==> src/rtl/ram_uploader.sv <==
// ram_uploader
//   Streams a region of SDRAM back to the HPS over the ioctl upload channel.
//   This block is a Wishbone classic-cycle read initiator. It turns 32-bit
//   SDRAM words into 16-bit ioctl words, using a one-word cache. After the
//   upper half of a word has been delivered, it prefetches the next word.
//
// Ports
//   clk_sys     system clock; all logic is on its rising edge
//   reset_n     synchronous active-low reset
//   upload_req  level, high for the whole upload session
//   ioctl_rd    one-cycle strobe, requests the 16-bit word at ioctl_addr
//   ioctl_addr  byte address within the image (bit 0 ignored)
//   ioctl_din   data returned to the HPS
//   ioctl_wait  high while the requested data is not yet valid
//   busy        high while a Wishbone cycle is in flight
//   wb_*        Wishbone read initiator toward the SDRAM controller
module ram_uploader #(
  parameter logic [25:0] BASE_ADDR = 26'h400000,
  parameter int          AW        = 25
) (
  input  logic          clk_sys,
  input  logic          reset_n,
  input  logic          upload_req,
  input  logic          ioctl_rd,
  input  logic [AW-1:0] ioctl_addr,
  output logic [15:0]   ioctl_din,
  output logic          ioctl_wait,
  output logic          busy,
  output logic          wb_cyc,
  output logic          wb_stb,
  output logic          wb_we,
  output logic [3:0]    wb_sel,
  output logic [2:0]    wb_cti,
  output logic [25:0]   wb_adr,
  input  logic [31:0]   wb_dat_i,
  input  logic          wb_ack
);

  localparam int TW = AW - 2;

  typedef enum logic [1:0] {
    S_IDLE,
    S_FETCH,     // demand read; with r_cyc low, the cycle is launched next edge
    S_PREFETCH,  // speculative read of the word after the cached one
    S_PENDING    // demand request for another word, queued behind a prefetch
  } state_t;

  state_t          r_state;
  logic [31:0]     r_cache_data;
  logic [TW-1:0]   r_cache_tag;
  logic            r_valid;
  logic [TW-1:0]   r_req_tag;
  logic            r_req_half;
  logic [TW-1:0]   r_pf_tag;
  logic            r_pf_pend;
  logic            r_cyc;
  logic [25:0]     r_adr;
  logic [15:0]     r_din;
  logic            r_wait;

  logic [TW-1:0]   w_rd_tag;
  logic            w_rd_half;
  logic            w_rd_go;
  logic            w_hit;
  logic [TW-1:0]   w_pf_tag;
  logic            w_unused_addr0;

  assign w_rd_tag       = ioctl_addr[AW-1:2];
  assign w_rd_half      = ioctl_addr[1];
  assign w_rd_go        = ioctl_rd && upload_req;
  assign w_hit          = r_valid && (r_cache_tag == w_rd_tag);
  assign w_pf_tag       = r_cache_tag + TW'(1);   // wraps at 2^(AW-2)
  assign w_unused_addr0 = ioctl_addr[0];

  // Tag to SDRAM byte address, modulo 2^26.
  function automatic logic [25:0] map_adr(input logic [TW-1:0] tag);
    return BASE_ADDR + 26'({tag, 2'b00});
  endfunction

  // Little-endian half select.
  function automatic logic [15:0] half_sel(input logic [31:0] word, input logic upper);
    return upper ? word[31:16] : word[15:0];
  endfunction

  always_ff @(posedge clk_sys) begin
    if (!reset_n) begin
      r_state      <= S_IDLE;
      r_cache_data <= '0;
      r_cache_tag  <= '0;
      r_valid      <= 1'b0;
      r_req_tag    <= '0;
      r_req_half   <= 1'b0;
      r_pf_tag     <= '0;
      r_pf_pend    <= 1'b0;
      r_cyc        <= 1'b0;
      r_adr        <= BASE_ADDR;
      r_din        <= '0;
      r_wait       <= 1'b0;
    end else begin
      case (r_state)
        S_IDLE: begin
          // A demand read takes priority over a queued prefetch launch.
          if (w_rd_go) begin
            if (w_hit) begin
              r_din     <= half_sel(r_cache_data, w_rd_half);
              r_pf_pend <= w_rd_half;
            end else begin
              r_cyc      <= 1'b1;
              r_adr      <= map_adr(w_rd_tag);
              r_req_tag  <= w_rd_tag;
              r_req_half <= w_rd_half;
              r_wait     <= 1'b1;
              r_pf_pend  <= 1'b0;
              r_state    <= S_FETCH;
            end
          end else if (r_pf_pend && upload_req) begin
            r_pf_pend <= 1'b0;
            r_cyc     <= 1'b1;
            r_adr     <= map_adr(w_pf_tag);
            r_pf_tag  <= w_pf_tag;
            r_state   <= S_PREFETCH;
          end
        end

        S_FETCH: begin
          if (!r_cyc) begin
            // Deferred launch after a prefetch. Waiting here keeps cyc
            // low for one clock between the two cycles.
            if (!upload_req) begin
              r_wait  <= 1'b0;
              r_state <= S_IDLE;
            end else begin
              r_cyc <= 1'b1;
              r_adr <= map_adr(r_req_tag);
            end
          end else if (wb_ack) begin
            r_cyc   <= 1'b0;
            r_wait  <= 1'b0;
            r_state <= S_IDLE;
            if (upload_req) begin
              r_cache_data <= wb_dat_i;
              r_cache_tag  <= r_req_tag;
              r_valid      <= 1'b1;
              r_din        <= half_sel(wb_dat_i, r_req_half);
              r_pf_pend    <= r_req_half;
            end
          end
        end

        S_PREFETCH: begin
          if (wb_ack) begin
            r_cyc   <= 1'b0;
            r_state <= S_IDLE;
            // Overwriting the cache is safe here: the upper half of the
            // previous word has already been handed out.
            if (upload_req) begin
              r_cache_data <= wb_dat_i;
              r_cache_tag  <= r_pf_tag;
              r_valid      <= 1'b1;
            end
            if (w_rd_go) begin
              if (w_rd_tag == r_pf_tag) begin
                r_din     <= half_sel(wb_dat_i, w_rd_half);
                r_pf_pend <= w_rd_half;
              end else begin
                r_req_tag  <= w_rd_tag;
                r_req_half <= w_rd_half;
                r_wait     <= 1'b1;
                r_state    <= S_FETCH;
              end
            end
          end else if (w_rd_go) begin
            // The demand request either rides on the in-flight prefetch, or
            // it is queued until the prefetch completes.
            r_req_tag  <= w_rd_tag;
            r_req_half <= w_rd_half;
            r_wait     <= 1'b1;
            r_state    <= (w_rd_tag == r_pf_tag) ? S_FETCH : S_PENDING;
          end
        end

        S_PENDING: begin
          if (wb_ack) begin
            r_cyc <= 1'b0;
            if (!upload_req) begin
              r_wait  <= 1'b0;
              r_state <= S_IDLE;
            end else begin
              r_cache_data <= wb_dat_i;
              r_cache_tag  <= r_pf_tag;
              r_valid      <= 1'b1;
              if (r_req_tag == r_pf_tag) begin
                r_din     <= half_sel(wb_dat_i, r_req_half);
                r_pf_pend <= r_req_half;
                r_wait    <= 1'b0;
                r_state   <= S_IDLE;
              end else begin
                r_state <= S_FETCH;
              end
            end
          end
        end

        default: r_state <= S_IDLE;
      endcase

      // Outside a session nothing is cached and no prefetch may be queued.
      if (!upload_req) begin
        r_valid   <= 1'b0;
        r_pf_pend <= 1'b0;
      end
    end
  end

  assign ioctl_din  = r_din;
  assign ioctl_wait = r_wait;
  assign busy       = r_cyc;
  assign wb_cyc     = r_cyc;
  assign wb_stb     = r_cyc;
  assign wb_we      = 1'b0;
  assign wb_sel     = 4'b1111;
  assign wb_cti     = 3'b000;
  assign wb_adr     = r_adr;

endmodule

==> config.mk <==
export PLATFORM = sky130hd
export DESIGN_NAME = ram_uploader
export DESIGN_NICKNAME = d
export VERILOG_FILES = /design/src/rtl/ram_uploader.sv
export SDC_FILE = /design/constraint.sdc
export NUM_CORES = 1
export LEC_CHECK = 0
export BUFFER_PORTS_ARGS = -buffer_cell sky130_fd_sc_hd__buf_2
export CORE_MARGIN = 5
export CORE_UTILIZATION = 45
export DETAILED_ROUTE_END_ITERATION = 6
export GPL_ROUTABILITY_DRIVEN = 0
export GPL_TIMING_DRIVEN = 0
export PLACE_DENSITY_LB_ADDON = 0.05
export SETUP_SLACK_MARGIN = 0.02
export SLEW_MARGIN = 40
export SYNTH_ARGS = -nofsm -noshare
export SYNTH_HDL_FRONTEND = slang
export SYNTH_SLANG_ARGS = --single-unit
==> constraint.sdc <==
create_clock -name clk_sys -period 3.2 [get_ports clk_sys]
set_input_delay 0.32 -clock clk_sys [delete_from_list [all_inputs] [get_ports clk_sys]]
set_output_delay 0.32 -clock clk_sys [all_outputs]
set_load 0.02 [all_outputs]
==> results of run 1 <==
final cells by class:
class,instances,area (um^2)
plain buffers,88,420.4
flip-flops and latches,148,2963
diodes,1,2.502
clock inverters,14,161.4
multi-input cells,744,5075
well taps,234,292.8
inverters,9,33.78
clock buffers,17,425.4
repair buffers,102,510.5
fillers,1827,8696
cells by family (layout without fill, tap and decap cells):
| logic type | count (synthesis) | after routing |
|---|---|---|
| flops | 148 | 148 |
| other cells | 2 | 11 |
| fa+ha+maj | 2 | 2 |
| simple gates | 347 | 347 |
| buf+inv | 97 | 230 |
| xor+xnor | 84 | 84 |
| mux | 101 | 101 |
| compound gates | 200 | 200 |
report_power, final:
group,switching (uW),internal [uW],total [uW]
logic,393,207,601
clock network,835,1220,2050
registers,43.5,1890,1940
total,1270,3320,4590
state kept, by name, summed over array words and instances (netlist names), 2 cells and up:
signal / cells
r_pf_tag: 23
wb_adr: 24
r_cache_tag: 23
ioctl_din: 16
r_state: 2
r_cache_data: 32
r_req_tag: 23
Yosys cell counts (3+ instances only):
master,count
a311oi_1,4
and4_1,3
a211oi_1,9
nand2b_1,5
clkbuf_1,57
nand4_1,7
buf_2,11
a21boi_0,33
buf_4,12
or2_2,4
mux4_2,16
nand2_1,214
dfxtp_1,148
a31oi_1,8
o211ai_1,20
nand3_1,21
nor3_1,14
o21ai_1,17
o21ai_0,8
a21o_1,5
or4_1,3
o211a_1,46
xnor2_1,16
nor2_1,31
and2_1,3
nor4_1,24
or3_1,7
a21oi_1,33
buf_1,4
nor2b_1,5
mux2i_1,85
xor2_1,68
inv_1,8
cell usage in the layout, fill, tap and decap left out, types with 5 or more instances in the layout:
| master | Yosys | final |
|---|---|---|
| nand4_1 | 7 | 7 |
| o211a_1 | 46 | 46 |
| buf_2 | 11 | 113 |
| nor4_1 | 24 | 23 |
| conb_1 | 2 | 10 |
| clkinv_2 | 0 | 6 |
| a211oi_1 | 9 | 9 |
| xor2_1 | 68 | 68 |
| o211ai_1 | 20 | 20 |
| nor3_1 | 14 | 13 |
| dfxtp_1 | 148 | 148 |
| inv_1 | 8 | 8 |
| mux2i_1 | 85 | 85 |
| o21ai_1 | 17 | 17 |
| or3_1 | 7 | 7 |
| o21ai_0 | 8 | 8 |
| xnor2_1 | 16 | 16 |
| a21o_1 | 5 | 5 |
| buf_4 | 12 | 12 |
| nand3_1 | 21 | 20 |
| clkbuf_1 | 57 | 57 |
| a21boi_0 | 33 | 33 |
| nand2_1 | 214 | 214 |
| nor2_1 | 31 | 30 |
| nand2b_1 | 5 | 5 |
| a21oi_1 | 33 | 33 |
| mux4_2 | 16 | 16 |
| nor2b_1 | 5 | 5 |
| a31oi_1 | 8 | 8 |
| clkbuf_16 | 0 | 17 |
worst reg2reg max path: stages (launching register included):
cell      delay [ps]
dfxtp_1          500
ha_1             260
nand3_2          220
or4_1            480
clkbuf_1         200
or3_1            370
a31o_1           260
nand2_1           90
ha_1             150
inv_1             40
and3_1           140
o32ai_1          250
per-layer routing:
layer  vias up  GRT usage [%]  routed length [um]
li1       3711              -                   -
met1      3626          32.94               12050
met2       307          43.67               13300
met3        76          4.534                1647
met4         0          13.33                1405
met5         -              0                   0
how the worst min path moves through the flow:
stage / end / slack, ps / depth (start not counted)
finish: r_cache_data[11] / 150 / 3
global route: r_cache_data[27] / 150 / 3
CTS: r_cache_data[11] / 140 / 3
detailed placement: ioctl_din[14] / 450 / 2
global placement: ioctl_din[10] / 440 / 2
floorplan: r_cache_data[16] / 440 / 2
stage by stage:
stage	area, um^2	utilization (%)	instances
after floorplan	8473	-	989
after global placement	9276	49.93	1325
after detailed placement	9281	49.95	1325
after CTS	9868	53.11	1356
after global routing	9882	53.19	1356
final	9884	53.20	1357
what timing repair did:
action                                  in CTS  in global routing
gates resized for setup                      0                  1
endpoints found under the setup margin       0                  1
hold endpoints to repair                     0                  0
==> impl_metrics.json, run 1 <==
{
  "status": "completed",
  "critical_path_class": "flop to flop",
  "htree_levels": 4,
  "post-route-min-period_ps": 3046,
  "core_area_um2": 18580,
  "synth.yosys.warnings": 0,
  "clk_latency_ps": 430,
  "crit_path_start_kind": "flop",
  "cap_violations": 0,
  "r2r_end": "wb_adr[24]",
  "critPathMaxFanout": 8,
  "power.leakage_uw": 0.004426,
  "synth_adder_area_share_pct": 0.2964,
  "synth_compound_area_share_pct": 17.80,
  "r2r_cells": 11,
  "maxSlewHeadroom_pct": 43.54,
  "synth_xor_area_share_pct": 8.714,
  "yosysUniqueCellTypes": 58,
  "grt_max_degree": 17,
  "rsz0062_at_grt": "no",
  "vias": 7720,
  "rr_startpoint": "r_cache_tag[0]",
  "drtIter0Drc": 624,
  "crit_family": "simple AND/OR/NAND/NOR gates",
  "syn2layout_area_growth_pct": 17.07,
  "setup_viol": 0,
  "worst_slack_ps": 153.9,
  "gr-usage-all-layers_pct": 26.29,
  "syn_area_per_cell_um2": 8.607,
  "yosysSeqAreaShare_pct": 35.09,
  "p_per_area_nw_per_um2": 464.4,
  "clk_pin_slew_ps": 70,
  "worstPathCellList": "ha_1, nand3_2, or4_1, clkbuf_1, or3_1, a31o_1, nand2_1, ha_1, inv_1, and3_1, o32ai_1",
  "vias_per_cell": 5.689,
  "ys_ff_latch": 148,
  "slowest_stage": "dfxtp_1",
  "antenna_found_initial": 0,
  "cts-buffers-inserted": 17,
  "power_uw": 4590,
  "grt_pass1_vias": 7546,
  "cpPeakStageDelay_ps": 500,
  "postCtsHoldBufs": 0,
  "cp_num_buf_inv": 2,
  "pin_count": 116,
  "fin_tns_setup_ps": 0,
  "clock.fmax_mhz": 328.3,
  "crit_cells": 11,
  "drive_above_1_share_pct": 16.84,
  "synthMuxAreaShare_pct": 14.34,
  "fin_crit_sh_pct": 95.19,
  "start_util_pct": 45.44,
  "post_cts_buffers": 0,
  "rows": 50,
  "hpwl_mm": 20.90,
  "die_x_um": 147.0,
  "cts_buffer_depth": 2,
  "synth-main-ff-cell": "dfxtp_1",
  "reg2reg_slack_ps": 150,
  "grt-ovfl-total": 0,
  "detailedPlace.worstSlack_ps": 82.77,
  "synthCells": 981,
  "grt_pass1_wl_mm": 43.95,
  "drc": 0,
  "finalHoldViolCount": 0,
  "worst_path_most_repeated_cell": "ha_1",
  "wl_mm": 28.40,
  "antenna_left": 0,
  "synth_top_family_by_area": "simple AND/OR/NAND/NOR gates",
  "wire_per_inst_um": 20.93,
  "hold_path.startpoint": "wb_dat_i[11]",
  "syn_area_um2": 8443,
  "min_path_type": "primary input to flop",
  "synth_top_area_cell": "dfxtp_1",
  "synth_edf_count": 0,
  "die_area_um2": 21600,
  "finClkSkew_ps": 9.550,
  "worstPathRequired_ps": 3540,
  "hold_ws_ps": 153.0,
  "synth_top_area_share_pct": 35.09,
  "ys_async_sr_fraction_pct": 0,
  "cts_root_buffer": "clkbuf_16",
  "cp.arrival_ps": 3390,
  "port_buffers": 102,
  "ys_top_cells_by_area": "dfxtp_1, mux2i_1, nand2_1",
  "cts_tree": "built",
  "clock_sinks": 148,
  "worstSetupEndpointType": "flop",
  "cp-startpoint": "r_cache_tag[0]",
  "crit_end": "wb_adr[24]",
  "die_y_um": 147.0,
  "synth-simple-area-share_pct": 18.29,
  "worst_pin_slew_ps": 846.9,
  "drt_first_pass_iters": 5,
  "fin_nets": 1174,
  "peakVddDrop_mv": 0.3805,
  "drv_slew": 0
}
Power figures use the tool's default switching activity.
==> run 2: changes to the inputs <==
--- a/config.mk
+++ b/config.mk
@@ -5,10 +5,11 @@
 export SDC_FILE = /design/constraint.sdc
 export NUM_CORES = 1
 export LEC_CHECK = 0
-export BUFFER_PORTS_ARGS = -buffer_cell sky130_fd_sc_hd__buf_2
+export ABC_AREA = 1
 export CORE_MARGIN = 5
 export CORE_UTILIZATION = 45
 export DETAILED_ROUTE_END_ITERATION = 6
+export DONT_BUFFER_PORTS = 1
 export GPL_ROUTABILITY_DRIVEN = 0
 export GPL_TIMING_DRIVEN = 0
 export PLACE_DENSITY_LB_ADDON = 0.05
==> impl_metrics.json, run 2 <==
{
  "synth-main-ff-cell": "dfxtp_1",
  "drv_slew": 0,
  "start_util_pct": 45.47,
  "rsz0062_at_grt": "no",
  "synth_top_area_cell": "dfxtp_1",
  "synthTopCellsByCount": "nand2_1, nor2_1, inv_1",
  "ys_top_cells_by_area": "dfxtp_1, nand2_1, nor2_1",
  "fin_crit_sh_pct": 83.86,
  "power.leakage_uw": 0.004930,
  "cpPeakStageDelay_ps": 600,
  "synthCells": 1632,
  "cts-resized-gates": 0,
  "maxSlewHeadroom_pct": 41.43,
  "ys_async_sr_fraction_pct": 0,
  "syn_area_um2": 9499,
  "regMostFlops": "r_cache_data",
  "rows": 53,
  "synth_top_area_share_pct": 31.19,
  "worstSetupEndpointType": "flop",
  "critical_path_class": "flop to flop",
  "synth.yosys.warnings": 0,
  "grt_max_degree": 17,
  "cts-buffers-inserted": 17,
  "die_area_um2": 24120,
  "die_y_um": 155.3,
  "p_per_area_nw_per_um2": 837.5,
  "grt_pass1_vias": 9874,
  "gr-usage-all-layers_pct": 30.20,
  "finalHoldViolCount": 0,
  "worstPathCellList": "inv_2, nor2_2, inv_1, nor2_2, nand2_1, nand2_1, nand3_1, nand2_1, nand2_1, ha_1, inv_1, nand3_1, a21oi_1, nor2_1",
  "n_antenna_cell": 0,
  "post-route-min-period_ps": 2684,
  "antenna_left": 0,
  "post_cts_buffers": 0,
  "cts_root_buffer": "clkbuf_16",
  "synth_most_common_cell": "nand2_1",
  "cap_violations": 0,
  "antenna_found_initial": 0,
  "core_area_um2": 20890,
  "syn2layout_area_growth_pct": 10.37,
  "vias": 10450,
  "layout_commonest_cell": "nand2_1",
  "fin_tns_setup_ps": 0,
  "wire_per_inst_um": 18.90,
  "drt_first_pass_iters": 7,
  "slowest_stage": "dfxtp_1",
  "clock.fmax_mhz": 372.6,
  "worst_pin_slew_ps": 878.5,
  "peakVddDrop_mv": 0.3596,
  "synth_edf_count": 0,
  "ys_ff_latch": 148,
  "wl_mm": 36.79,
  "syn_area_per_cell_um2": 5.821,
  "die_x_um": 155.3,
  "largest_register_ffs": 32,
  "clk_latency_ps": 440,
  "cp.arrival_ps": 3010,
  "drtIter0Drc": 1092,
  "clk_pin_slew_ps": 60,
  "htree_levels": 4,
  "stdcell_area_um2": 10480,
  "crit_path_start_kind": "flop",
  "drc": 0,
  "postCtsHoldBufs": 0,
  "cts_tree": "built",
  "yosysSeqAreaShare_pct": 31.19,
  "hold_ws_ps": 32.59,
  "port_buffers": 0,
  "critPathMaxFanout": 7,
  "setup_viol": 0,
  "placed_area_um2": 9873,
  "mostFrequentLayoutCells": "nand2_1, nor2_1, inv_1, o21ai_0, dfxtp_1",
  "clock_sinks": 148,
  "vias_per_cell": 5.366,
  "pin_count": 116,
  "hpwl_mm": 27.62,
  "drive_above_1_share_pct": 5.801,
  "yosysUniqueCellTypes": 36,
  "finClkSkew_ps": 11.96,
  "cts_buffer_depth": 2,
  "status": "completed",
  "min_path_type": "primary input to flop",
  "grt_pass1_wl_mm": 56.08,
  "fin_nets": 1723,
  "worstPathRequired_ps": 3530,
  "grt-ovfl-total": 0,
  "worst_path_most_repeated_cell": "nand2_1"
}
==> run 2: cell count changes in the layout (fill, tap and decap cells not counted), moves of 30 or more <==
cell,previous run,this run
nand4_1,7,37
nand3_1,20,51
buf_2,113,9
o211a_1,46,0
a21oi_1,33,101
xor2_1,68,13
mux2i_1,85,0
o21ai_0,8,155
nand2_1,214,494
inv_1,8,207
nor2_1,30,223
a21boi_0,33,0
==> run 2: layout make-up <==
type                       count  area [um^2]
fill                        2307        10410
inverter                     235        882.1
clock buffer                  21        460.4
tap                          275        344.1
multi-input combinational   1169         5259
sequential                   148         2963
buffer                        88        425.4
clock inverter                11        150.1
==> run 2: per-layer routing <==
layer,track usage [%],wire (um),up-vias
li1,-,-,5169
met1,40.03,16010,4725
met2,47.01,15940,456
met3,7.900,3260,97
met4,12.05,1582,0
met5,0,0,-
==> run 2: critical path, delay by kind of cell (launching register included) <==
kind / cells / cell delay, ps
buf+inv: 3 / 320
fa+ha+maj: 1 / 210
simple gates: 9 / 1300
compound gates: 1 / 150
flops: 1 / 600
==> run 2: worst paths after layout <==
| kind | start | end | slack, ps | cells past startpoint |
|---|---|---|---|---|
| min | upload_req | r_valid | 30 | 2 |
| max reg2reg | r_cache_tag[0] | wb_adr[24] | 520 | 14 |
| max | r_cache_tag[0] | wb_adr[24] | 520 | 14 |
| min reg2reg | r_valid | r_valid | 480 | 2 |
==> run 2: cell families after synthesis <==
group / synth area share (%)
XOR/XNOR: 2.121
flip-flops: 31.19
AND/OR/NAND/NOR: 35.43
other: 0.07906
adder cells (fa/ha/maj): 0.2634
buffers and inverters: 13.76
AO/OA/AOI/OAI: 17.15
==> run 2: power breakdown <==
group	switching [uW]	internal, uW
Sequential	715	2340
Clock	867	1270
Combinational	2480	1100
Total	4070	4710
==> run 2: stage by stage <==
step | utilization, % | setup WS [ps] | total power, uW | std cells
2_1_floorplan | - | 1346 | 5449 | 1640
3_3_place_gp | 47.27 | 644.7 | 6563 | 1915
3_5_place_dp | 47.27 | 633.1 | 6590 | 1915
4_1_cts | 50.19 | 614.7 | 8730 | 1947
5_1_grt | 50.19 | 381.4 | 9351 | 1947
6_report | 50.19 | 516.4 | 8780 | 1947
